[config.mk]
export PLATFORM = sky130hd
export DESIGN_NAME = lms_pcm_tx_flat
export DESIGN_NICKNAME = d
export VERILOG_FILES = /design/src/rtl/lms_pcm_tx_if.sv /design/src/rtl/lms_pcm_tx.sv /design/src/flat_wrapper.sv
export SDC_FILE = /design/constraint.sdc
export NUM_CORES = 1
export LEC_CHECK = 0
export CORE_MARGIN = 8
export CORE_UTILIZATION = 40
export CTS_CLUSTER_DIAMETER = 200
export DETAILED_ROUTE_END_ITERATION = 12
export PLACE_DENSITY = 0.61
export SETUP_SLACK_MARGIN = 0.4
export SLEW_MARGIN = 15
export SYNTH_ARGS = -nofsm -noshare
export SYNTH_HDL_FRONTEND = slang
export SYNTH_SLANG_ARGS = --single-unit
[constraint.sdc]
create_clock -name clk -period 4.8 [get_ports clk]
set_input_delay 0.96 -clock clk [delete_from_list [all_inputs] [get_ports clk]]
set_output_delay 0.96 -clock clk [all_outputs]
set_load 0.03 [all_outputs]
[src/rtl/lms_pcm_tx_if.sv]
`default_nettype none
// ============================================================================
// Module      : lms_pcm_tx_if
// Description : Sample-write and serial PCM signal bundle for lms_pcm_tx.
//               The master side writes samples and controls framing; the slave
//               side (the transmitter) drives the serial and status outputs.
// Revision    : 1.0 - initial release
// ============================================================================
interface lms_pcm_tx_if #(
    parameter int W     = 16,
    parameter int DEPTH = 4
);
    logic                   en;
    logic [W-1:0]           din;
    logic                   din_vld;
    logic                   clr_ovf;
    logic                   bclk;
    logic                   sdata;
    logic                   fs;
    logic                   busy;
    logic                   ovf;
    logic [$clog2(DEPTH):0] level;

    modport master (
        output en, din, din_vld, clr_ovf,
        input  bclk, sdata, fs, busy, ovf, level
    );

    modport slave (
        input  en, din, din_vld, clr_ovf,
        output bclk, sdata, fs, busy, ovf, level
    );
endinterface
`default_nettype wire

[src/rtl/lms_pcm_tx.sv]
`default_nettype none
// ============================================================================
// Module      : lms_pcm_tx
// Description : Buffers filtered LMS samples in a small FIFO and shifts them
//               out MSB first as PCM frames with bit clock and frame sync.
// Revision    : 1.0 - initial release
// ============================================================================
module lms_pcm_tx #(
    parameter int W      = 16,
    parameter int DEPTH  = 4,
    parameter int CLKDIV = 4
) (
    input  logic         clk,
    input  logic         rst_n,
    lms_pcm_tx_if.slave  pcm
);
    localparam int AW = $clog2(DEPTH);
    localparam int CW = $clog2(CLKDIV);
    localparam int IW = (W > 1) ? $clog2(W) : 1;

    localparam logic [CW-1:0] CNT_LAST = CW'(CLKDIV - 1);
    localparam logic [CW-1:0] CNT_HALF = CW'(CLKDIV / 2);
    localparam logic [IW-1:0] IDX_LAST = IW'(W - 1);
    localparam logic [AW:0]   LVL_FULL = (AW + 1)'(DEPTH);

    typedef enum logic {
        IDLE  = 1'b0,
        SHIFT = 1'b1
    } state_t;

    // FIFO storage and bookkeeping
    logic [W-1:0]  mem_q [DEPTH];
    logic [AW-1:0] wr_ptr_q;
    logic [AW-1:0] rd_ptr_q;
    logic [AW:0]   level_q;
    logic [AW:0]   level_d;
    logic          ovf_q;
    logic          ovf_d;

    // Serializer state
    state_t        state_q;
    logic [W-1:0]  sr_q;
    logic [CW-1:0] cnt_q;
    logic [IW-1:0] idx_q;
    logic          bclk_q;
    logic          sdata_q;
    logic          fs_q;
    logic          busy_q;

    logic          full;
    logic          not_empty;
    logic          frame_end;
    logic          pop;
    logic          push;
    logic [CW-1:0] cnt_nxt;
    logic [W-1:0]  sr_shift;
    logic [W-1:0]  head;

    // Pop/push arbitration: a pop in the same cycle frees the slot for a write
    always_comb begin
        not_empty = (level_q != '0);
        full      = (level_q == LVL_FULL);
        frame_end = (state_q == SHIFT) && (cnt_q == CNT_LAST) && (idx_q == IDX_LAST);
        pop       = pcm.en && not_empty && ((state_q == IDLE) || frame_end);
        push      = pcm.din_vld && (!full || pop);
        level_d   = level_q + (AW + 1)'(push) - (AW + 1)'(pop);
        cnt_nxt   = cnt_q + CW'(1);
        sr_shift  = sr_q << 1;
        head      = mem_q[rd_ptr_q];
        ovf_d     = ovf_q;
        if (pcm.clr_ovf) begin
            ovf_d = 1'b0;
        end
        // A new drop wins over a simultaneous clear
        if (pcm.din_vld && !push) begin
            ovf_d = 1'b1;
        end
    end

    // Sample storage: contents need no reset, the pointers define validity
    always_ff @(posedge clk) begin
        if (push) begin
            mem_q[wr_ptr_q] <= pcm.din;
        end
    end

    // FIFO pointers, occupancy and sticky overflow flag
    always_ff @(posedge clk or negedge rst_n) begin
        if (!rst_n) begin
            wr_ptr_q <= '0;
            rd_ptr_q <= '0;
            level_q  <= '0;
            ovf_q    <= 1'b0;
        end else begin
            if (push) begin
                wr_ptr_q <= wr_ptr_q + AW'(1);
            end
            if (pop) begin
                rd_ptr_q <= rd_ptr_q + AW'(1);
            end
            level_q <= level_d;
            ovf_q   <= ovf_d;
        end
    end

    // Frame FSM with registered serial outputs; a pop always (re)starts a frame
    always_ff @(posedge clk or negedge rst_n) begin
        if (!rst_n) begin
            state_q <= IDLE;
            sr_q    <= '0;
            cnt_q   <= '0;
            idx_q   <= '0;
            bclk_q  <= 1'b0;
            sdata_q <= 1'b0;
            fs_q    <= 1'b0;
            busy_q  <= 1'b0;
        end else if (pop) begin
            state_q <= SHIFT;
            sr_q    <= head;
            cnt_q   <= '0;
            idx_q   <= '0;
            bclk_q  <= 1'b0;
            sdata_q <= head[W-1];
            fs_q    <= 1'b1;
            busy_q  <= 1'b1;
        end else if (state_q == SHIFT) begin
            if (cnt_q == CNT_LAST) begin
                cnt_q  <= '0;
                bclk_q <= 1'b0;
                fs_q   <= 1'b0;
                if (idx_q == IDX_LAST) begin
                    state_q <= IDLE;
                    sr_q    <= '0;
                    idx_q   <= '0;
                    sdata_q <= 1'b0;
                    busy_q  <= 1'b0;
                end else begin
                    idx_q   <= idx_q + IW'(1);
                    sr_q    <= sr_shift;
                    sdata_q <= sr_shift[W-1];
                end
            end else begin
                cnt_q  <= cnt_nxt;
                bclk_q <= (cnt_nxt >= CNT_HALF);
            end
        end
    end

    assign pcm.bclk  = bclk_q;
    assign pcm.sdata = sdata_q;
    assign pcm.fs    = fs_q;
    assign pcm.busy  = busy_q;
    assign pcm.ovf   = ovf_q;
    assign pcm.level = level_q;

endmodule
`default_nettype wire

[src/flat_wrapper.sv]
// flat-port wrapper written by rule: the top's interface ports become plain ports
module lms_pcm_tx_flat 
#(
    parameter int W      = 16,
    parameter int DEPTH  = 4,
    parameter int CLKDIV = 4
)
  (clk, rst_n, pcm_en, pcm_din, pcm_din_vld, pcm_clr_ovf, pcm_bclk, pcm_sdata, pcm_fs, pcm_busy, pcm_ovf, pcm_level);
  lms_pcm_tx_if #(.W(W), .DEPTH(DEPTH)) pcm_i ();
  input  logic clk;
  input  logic rst_n;
  input wire logic [$bits(pcm_i.en)-1:0] pcm_en;
  input wire logic [$bits(pcm_i.din)-1:0] pcm_din;
  input wire logic [$bits(pcm_i.din_vld)-1:0] pcm_din_vld;
  input wire logic [$bits(pcm_i.clr_ovf)-1:0] pcm_clr_ovf;
  output wire logic [$bits(pcm_i.bclk)-1:0] pcm_bclk;
  output wire logic [$bits(pcm_i.sdata)-1:0] pcm_sdata;
  output wire logic [$bits(pcm_i.fs)-1:0] pcm_fs;
  output wire logic [$bits(pcm_i.busy)-1:0] pcm_busy;
  output wire logic [$bits(pcm_i.ovf)-1:0] pcm_ovf;
  output wire logic [$bits(pcm_i.level)-1:0] pcm_level;
  assign pcm_i.en = pcm_en;
  assign pcm_i.din = pcm_din;
  assign pcm_i.din_vld = pcm_din_vld;
  assign pcm_i.clr_ovf = pcm_clr_ovf;
  assign pcm_bclk = pcm_i.bclk;
  assign pcm_sdata = pcm_i.sdata;
  assign pcm_fs = pcm_i.fs;
  assign pcm_busy = pcm_i.busy;
  assign pcm_ovf = pcm_i.ovf;
  assign pcm_level = pcm_i.level;
  lms_pcm_tx #(.W(W), .DEPTH(DEPTH), .CLKDIV(CLKDIV)) u_core (.clk(clk), .rst_n(rst_n), .pcm(pcm_i));
endmodule
### After elaboration in Yosys (flattened, before gate mapping)

Memory sizes are Yosys's and may differ from the RTL's.
Cells that the tools add are included.

* input port bits: 21
* RAM bits: 64
* memories kept: 1
* register bits: 34
* output and inout bits: 8

Memory list
* u_core.mem_q: words 4, bits a word 16, rd ports 1, clocked after Yosys merged registers in 0, write ports 1, line lms_pcm_tx.sv:32 `logic [W-1:0] mem_q [DEPTH];`

* add/sub/neg operators: 6
* reductions and logical operators: 17
* $lt $le $gt $ge: 1
* equality and inequality tests: 3
* multiplexer cells: 33
* bitwise logic cells: 1

Operator list (count)
* $mux W15: 4
* $mux W1: 22
* $mux W4: 4
* $reduce_bool A2 Y1: 4
* $add A2 B1 Y2 const B: 3
* $logic_and A1 B1 Y1: 6
* $mux W2: 3
* $add A4 B1 Y4 const B: 1
* $eq A4 B4 Y1 const B: 1
* $add A3 B1 Y3: 1
* $eq A3 B3 Y1 const B: 1
* $reduce_and A3 Y1: 1
* $reduce_bool A3 Y1: 1
* $sub A3 B1 Y3: 1
* $eq A2 B2 Y1 const B: 1
* $ge A2 B2 Y1 const B: 1
* $logic_not A1 Y1: 2
* $logic_or A1 B1 Y1: 2
* $reduce_and A2 Y1: 1
* $not A1 Y1: 1

### Longest topological paths before layout

* depth after elaboration: 10
* depth in mapped cells: 11
* mapped depth without buffers: 10

### Worst setup path after synthesis

No wires, ideal clock.

* kind: input to register
* start point: in pcm_en
* end point: reg u_core.level_q[2] (netlist: u_core.pcm.level[2])
* setup slack: 2079 ps
* arrival: 2583 ps
* stages on the path: 10
* buffers on the path: 1
* required time: 4662 ps
* cell sequence: o31ai_4 a21oi_1 buf_2 ha_1 inv_1 ha_1 inv_1 fa_1 xnor2_1 xnor2_1

* cells in the longest elaborated chain, start to end: 6

Ends and longest elaborated chain
* start: declaration: line flat_wrapper.sv:12 `input wire logic [$bits(pcm_i.en)-1:0] pcm_en;`
* $logic_and A1 B1 Y1 * (2 in a row): line lms_pcm_tx.sv:64 `pop = pcm.en && not_empty && ((state_q == IDLE) || frame_end);`
* named net u_core.pop: line lms_pcm_tx.sv:53 `logic pop;`
* $logic_or A1 B1 Y1: line lms_pcm_tx.sv:65 `push = pcm.din_vld && (!full || pop);`
* $logic_and A1 B1 Y1: line lms_pcm_tx.sv:65
* $add A3 B1 Y3: line lms_pcm_tx.sv:66 `level_d = level_q + (AW + 1)'(push) - (AW + 1)'(pop);`
* $sub A3 B1 Y3 *: line lms_pcm_tx.sv:66
* named net u_core.level_d[2]: line lms_pcm_tx.sv:36 `logic [AW:0] level_d;`
* end signal: assignment: line lms_pcm_tx.sv:101 `level_q <= level_d;`
* end: declaration: line lms_pcm_tx.sv:35 `logic [AW:0] level_q;`

Mark *: on every way through the listed nets, which the timed path passes. The rest lies on a longest branch.
A chain may end at the register's enable or synchronous reset.

### Final worst setup path

* start point: in pcm_en
* end point: reg u_core.level_q[2] (netlist: u_core.pcm.level[2])

* cells in the longest elaborated chain, start to end: 6

Ends and longest elaborated chain (line)
* $logic_and A1 B1 Y1 * (2 in a row): lms_pcm_tx.sv:64
* $logic_or A1 B1 Y1: lms_pcm_tx.sv:65
* $logic_and A1 B1 Y1: lms_pcm_tx.sv:65
* $add A3 B1 Y3: lms_pcm_tx.sv:66
* $sub A3 B1 Y3 *: lms_pcm_tx.sv:66
* named net u_core.level_d[2]: lms_pcm_tx.sv:36

Marked as above.

==> impl_metrics.tcl <==
set metrics [dict create \
    status "finished clean" \
    hold_path_depth 2 \
    cp_data_required_time_ns 5.04 \
    ys_seq_area_frac 0.704 \
    cp_cell_sequence "clkdlybuf4s50_1, o31ai_4, a21oi_1, ha_1, inv_1, ha_1, inv_1, fa_1, xnor2_1, xnor2_1" \
    synthCells 236 \
    hpwl_um 4410 \
    grt_max_degree 34 \
    crit_family "adder cells" \
    cts-buffers-inserted 9 \
    htree_levels 3 \
    setup_violations 0 \
    dieArea_um2 13200 \
    r2r-start "u_core.pcm.bclk" \
    critPathLaunchType "primary input" \
    r2r_end "u_core.mem_q[1][12]" \
    cts_root_buf "clkbuf_8" \
    worst-path-buf-inv 3 \
    place.port_buffers 28 \
    avgSynthCellArea_um2 16.5 \
    ios 29 \
    fin_ws_ns 2.08 \
    die_x_um 115 \
    grt_pass1_wl_um 11000 \
    routed_wl_um 6830 \
    syn_area_um2 3900 \
    cts_resized 0 \
    coreArea_um2 9640 \
    dp_slack_ns 1.71 \
    synth.ff_latch_count 97 \
    wl_per_cell_um 16.9 \
    worstSkewPairLatency_ns 0.36 \
    max_slew.worst_pin.slew_ns 1.06 \
    timing.final.crit_share 0.567 \
    synth.distinct_cells 35 \
    cts_tree "done" \
    fin_skew_ns 0.00902 \
    hp-class "reg2reg" \
    detail-route-antenna-nets 0 \
    slew_viol_final 0 \
    placed_cell_area_um2 4290 \
    worst-path-max-fanout 10 \
    finalSetupTns_ns 0 \
    clock_path_buffers 2 \
    cp-end-kind "register" \
    drc_errors 0 \
    routabilityCongestion 0.689 \
    rrSetupSlack_ns 2.41 \
    grt_pass1_vias 2128 \
    nFillCells 865 \
    drt-initial-drc-count 86 \
    holdBufCountCts 0 \
    synth-main-ff-cell "edfxtp_1" \
    hold_viol 0 \
    die_h_um 115 \
    slowest_delay_ns 0.53 \
    cts.sinks 97 \
    relSlewSlack 0.290 \
    power_leakage_nw 1.69 \
    yosysWarnings 0 \
    rows 36 \
    drive_above_1_share 0.114 \
    period_minus_slack_ns 2.72 \
    syn_to_final_growth_pct 14.7 \
    fin_area_um2 4480 \
    holdPathEnd "u_core.sr_q[3]" \
    worstSetupPathType "in2reg" \
    power.density_nw_per_um2 540 \
    synthArstFlopShare 0.340 \
    firstDrtPassIters 4 \
    initial_core_util 0.405 \
    grt_setup_unrepaired "false" \
    clk_pin_slew_ns 0.10 \
    grt.total_usage 0.111 \
    nets 297 \
    slowest_stage "clkdlybuf4s50_1" \
    routed_via_density 5.06 \
    dr_total_vias 2051 \
    reg2reg_depth 5 \
    fmax_mhz 367 \
    antenna_found_initial 0 \
    maxCapViolations 0 \
    crit_arrival_ns 2.96 \
    overflow 0 \
    min_from "u_core.sr_q[2]" \
    utilization 0.464 \
    postCtsSetupRepairBufs 0 \
    n_antenna_cell 0 \
    syn-num-nets 266 \
    synth_edf_count 64 \
    ir_drop_uv 235 \
]
## per-stage QoR
| stage | instances | total power (W) | hold WS [ns] |
|---|---|---|---|
| floorplan | 236 | 0.00175 | 0.438 |
| global placement | 389 | 0.00193 | 0.448 |
| detailed placement | 389 | 0.00196 | 0.451 |
| CTS | 405 | 0.00245 | 0.469 |
| global route | 405 | 0.00257 | 0.508 |
| finish | 405 | 0.00242 | 0.467 |
## area by class of cell
class	count	area, um^2	share of cell area
Timing Repair Buffer	30	295	0.0660
Clock inverter	7	60.1	0.0134
Multi-Input combinational cell	122	1060	0.236
Sequential cell	97	2750	0.614
Tap cell	133	166	0.0372
Clock buffer	9	124	0.0277
Inverter	7	26.3	0.00587
## registers in the layout, indices dropped and copies added, names as in the netlist
signal / count
u_core.pcm.ovf: 1
u_core.pcm.level: 3
u_core.pcm.fs: 1
u_core.pcm.bclk: 1
u_core.wr_ptr_q: 2
u_core.sr_q: 15
u_core.rd_ptr_q: 2
u_core.pcm.sdata: 1
u_core.mem_q: 64
u_core.cnt_q: 1
u_core.state_q: 1
u_core.idx_q: 4
u_core.pcm.busy: 1
## metal layers
| metal | GRT usage | wire length [um] | vias up |
|---|---|---|---|
| li1 | - | - | 956 |
| met1 | 0.139 | 3080 | 1038 |
| met2 | 0.180 | 3340 | 48 |
| met3 | 0.0347 | 308 | 9 |
| met4 | 0.0368 | 96 | 0 |
| met5 | 0 | 0 | - |
## kinds of logic (layout without fill, tap and decap cells)
kind of cell,after synthesis,after routing,share of synthesized area
simple gates,57,57,0.0625
fa+ha+maj,9,9,0.0308
xor+xnor,5,5,0.0112
mux,17,17,0.101
compound gates,34,34,0.0651
flops,97,97,0.704
buf+inv,17,53,0.0250
## worst max-delay path by stage
stage,endpoint,slack [ns],startpoint,cells after the start
floorplan,u_core.pcm.level[2],2.08,pcm_en,10
global placement,u_core.pcm.level[2],1.76,pcm_en,10
detailed placement,u_core.pcm.level[2],1.71,pcm_en,10
CTS,u_core.pcm.level[2],2.09,pcm_en,10
global route,u_core.pcm.level[2],1.97,pcm_en,10
finish,u_core.pcm.level[2],2.08,pcm_en,10
## where the power goes
group / internal, W / switching [W] / leakage (nW)
Clock: 0.000198 / 0.000299 / 0.0912
Combinational: 0.000311 / 0.000324 / 0.587
Sequential: 0.00111 / 0.000171 / 1.01
Total: 0.00162 / 0.000794 / 1.69
## Yosys cell counts (4+ instances only)
library cell / instances / area, um^2
edfxtp_1: 64 / 1920
nand2_1: 39 / 146
dfrtp_1: 33 / 826
a22oi_1: 15 / 113
mux4_2: 10 / 225
ha_1: 8 / 100
inv_1: 7 / 26.3
mux4_1: 6 / 158
nor2_1: 5 / 18.8
and2_1: 4 / 25.0
buf_6: 4 / 45.0
o21ai_0: 4 / 20.0
xnor2_1: 4 / 35.0
## worst min-delay path, cell delays in order (launching register included)
cell     delay (ns)
dfrtp_1        0.35
nand2_1        0.05
nand2_1        0.05
## placed cells by master, fill, tap and decap left out, types with 2 or more instances in the layout
cell	n
dfrtp_1	33
ha_1	8
and2_1	4
nand3_1	3
xnor2_1	4
mux4_2	10
a22o_1	2
nand2_1	39
buf_4	2
clkdlybuf4s50_1	28
a21oi_1	3
edfxtp_1	64
inv_1	7
clkinv_4	2
nor2_1	5
o21ai_0	4
nor2b_1	3
mux4_1	6
clkbuf_8	9
inv_6	4
a22oi_1	15
o22ai_1	2
(Power assumes the default switching activity.)
==> RTL edit (same settings) <==
`DEPTH` is set to 4 in 3 places; all go to 8.
--- a/src/rtl/lms_pcm_tx_if.sv
+++ b/src/rtl/lms_pcm_tx_if.sv
@@ -10,3 +10,3 @@
     parameter int W     = 16,
-    parameter int DEPTH = 4
+    parameter int DEPTH = 8
 );
--- a/src/rtl/lms_pcm_tx.sv
+++ b/src/rtl/lms_pcm_tx.sv
@@ -9,3 +9,3 @@
     parameter int W      = 16,
-    parameter int DEPTH  = 4,
+    parameter int DEPTH  = 8,
     parameter int CLKDIV = 4
--- a/src/flat_wrapper.sv
+++ b/src/flat_wrapper.sv
@@ -4,3 +4,3 @@
     parameter int W      = 16,
-    parameter int DEPTH  = 4,
+    parameter int DEPTH  = 8,
     parameter int CLKDIV = 4
Interface: changed (resized pcm_level); port bits go from 29 to 30. No check against the original RTL was run, so the function may have changed too.
==> RTL edit against the unedited design <==
Combinational power rose by 62%; cell area grew 73%; critical endpoint unchanged; power up 81%; synthesized cell count rose by 50%; sequential cell count up 67; largest cell class unchanged; critical path depth down 1; global-route usage grew 1.6 points; routed wire length increased by 75%; area after synthesis up 68%; setup slack worse by 320 ps; clock power rose to 2.7 times the old value; final cell count rose by 55%.
==> RTL edit: results (changes against the unedited design) <==
- Avg WL per Cell: 19.09 µm (+13%)
- Pin count of the biggest net entering global routing: 37 (+8.8%)
- Biggest cell delay along the critical path: 770 ps (+240 ps)
- Fraction of final layout cells sized beyond drive strength 1: 21.57% (+10 points)
- Max Clock Skew: 4.823 ps (-4.199 ps)
- Post-synthesis sequential area ratio: 72.35% (+1.9 points)
- Largest registers: u_core.mem_q x128, u_core.sr_q x15
- Worst endpoint data arrival time: 3340 ps (+380 ps)
- Clock latency at the later pin of the worst-skew pair: 410 ps (+50 ps)
- Asr flop ratio synth: 21.95% (-12 points)
- Weighted congestion at the end of routability-driven global placement: 0.7872 (+14%)
- Synth area leaders: edfxtp_1 (59%), dfrtp_1 (14%), mux4_2 (11%), mux2i_1 (2.7%), ha_1 (1.9%)
- Number of unique standard cell types used by synthesis: 42 (+20%)
- Pleak: 0.002686 µW (+59%)
- Worst slew slack as a fraction of its limit: 25.77% (-3.2 points)
- Post-layout nets: 427 (+44%)
- Number of global-route vias before repair: 3464 (+63%)
- Post-Syn Nets: 385 (+45%)
- Worst ir drop on vdd: 0.2758 mV (+17%)
- Overall via count from detail_route: 3271 (+59%)
- Hold-critical path endpoint: u_core.pcm.fs
- Hold Path Origin: u_core.pcm.fs
- GRT Total Usage: 12.69% (+1.6 points)
- CP Max Fanout: 23 (+13)
- Worst path slowest cell: o211ai_2
- Synth cell count leaders: edfxtp_1 (128), dfrtp_1 (36), mux4_2 (32), o21ai_0 (21), nand2_1 (20)
- Number of cells traversed by the worst register-to-register path: 9 (+4)
- Clock Tree Root: clkbuf_16
- Pre-CTS setup slack: 1555 ps (-151.5 ps)
- Filler cell count: 1389 (+61%)
- Number of clock buffers inserted by TritonCTS: 17 (+8)
- Result of the run: finished, final reports clean
- Wire length of the first global-routing pass: 19.18 mm (+75%)
RTL edit: metal layers:
layer / global-route usage (%) / vias up / part of all wire (%)
met5: 0 / - / 0
met4: 5.479 / 0 / 1.9
met1: 15.52 / 1709 / 44
met2: 21.09 / 60 / 51
met3: 3.070 / 15 / 3.4
li1: - / 1487 / -
RTL edit: metrics by stage:
stage	instance area, µm²	cells	hold slack (ps)	util (%)
after floorplan	6558	353	450.2	-
after global placement	7139	596	465.7	43.83
after detailed placement	7139	596	470.6	43.83
after CTS	7741	628	484.6	47.52
after global routing	7741	628	516.3	47.52
final	7741	628	484.6	47.52
RTL edit: how the worst max path moves through the flow:
| stage | start | to | slack, ps | depth (start not counted) |
|---|---|---|---|---|
| detailed placement | pcm_en | u_core.pcm.level[3] | 1560 | 9 |
| finish | u_core.pcm.bclk | u_core.pcm.level[2] | 1750 | 9 |
| global placement | pcm_en | u_core.pcm.level[3] | 1650 | 9 |
| global route | u_core.pcm.bclk | u_core.pcm.level[2] | 1560 | 9 |
| floorplan | u_core.pcm.bclk | u_core.mem_q[0][0] | 1330 | 5 |
| CTS | u_core.pcm.bclk | u_core.pcm.level[2] | 1740 | 9 |
RTL edit: report_power, final:
group / switching (µW) / internal [µW] / leakage, µW
Clock: 515 / 837 / 0.000291
Combinational: 564 / 469 / 0.000781
Sequential: 179 / 1820 / 0.00161
RTL edit: cell families (layout without fill, tap and decap cells):
| family | after synthesis | count (layout) | share of synthesized area [%] |
|---|---|---|---|
| AO/OA/AOI/OAI | 49 | 49 | 5.190 |
| XOR/XNOR | 7 | 7 | 0.9350 |
| multiplexers | 52 | 52 | 14.14 |
| adder cells (fa/ha/maj) | 11 | 11 | 2.213 |
| buffers and inverters | 29 | 84 | 2.041 |
| flip-flops | 164 | 164 | 72.35 |
| AND/OR/NAND/NOR | 41 | 41 | 3.129 |
RTL edit: layout make-up:
type / instances / area share (%)
flip-flops and latches: 164 / 61.32
multi-input cells: 160 / 22.03
clock buffers: 24 / 6.497
repair buffers: 39 / 4.655
well taps: 220 / 3.556
clock inverters: 8 / 1.277
inverters: 13 / 0.6627
RTL edit: worst reg2reg max path: stages (launching register included):
cell and delay [ps]:
dfrtp_1 400, ha_1 300, and4_1 270, o211ai_2 770
inv_4 100, ha_1 310, inv_1 40, ha_1 200
fa_1 380, xor2_1 170
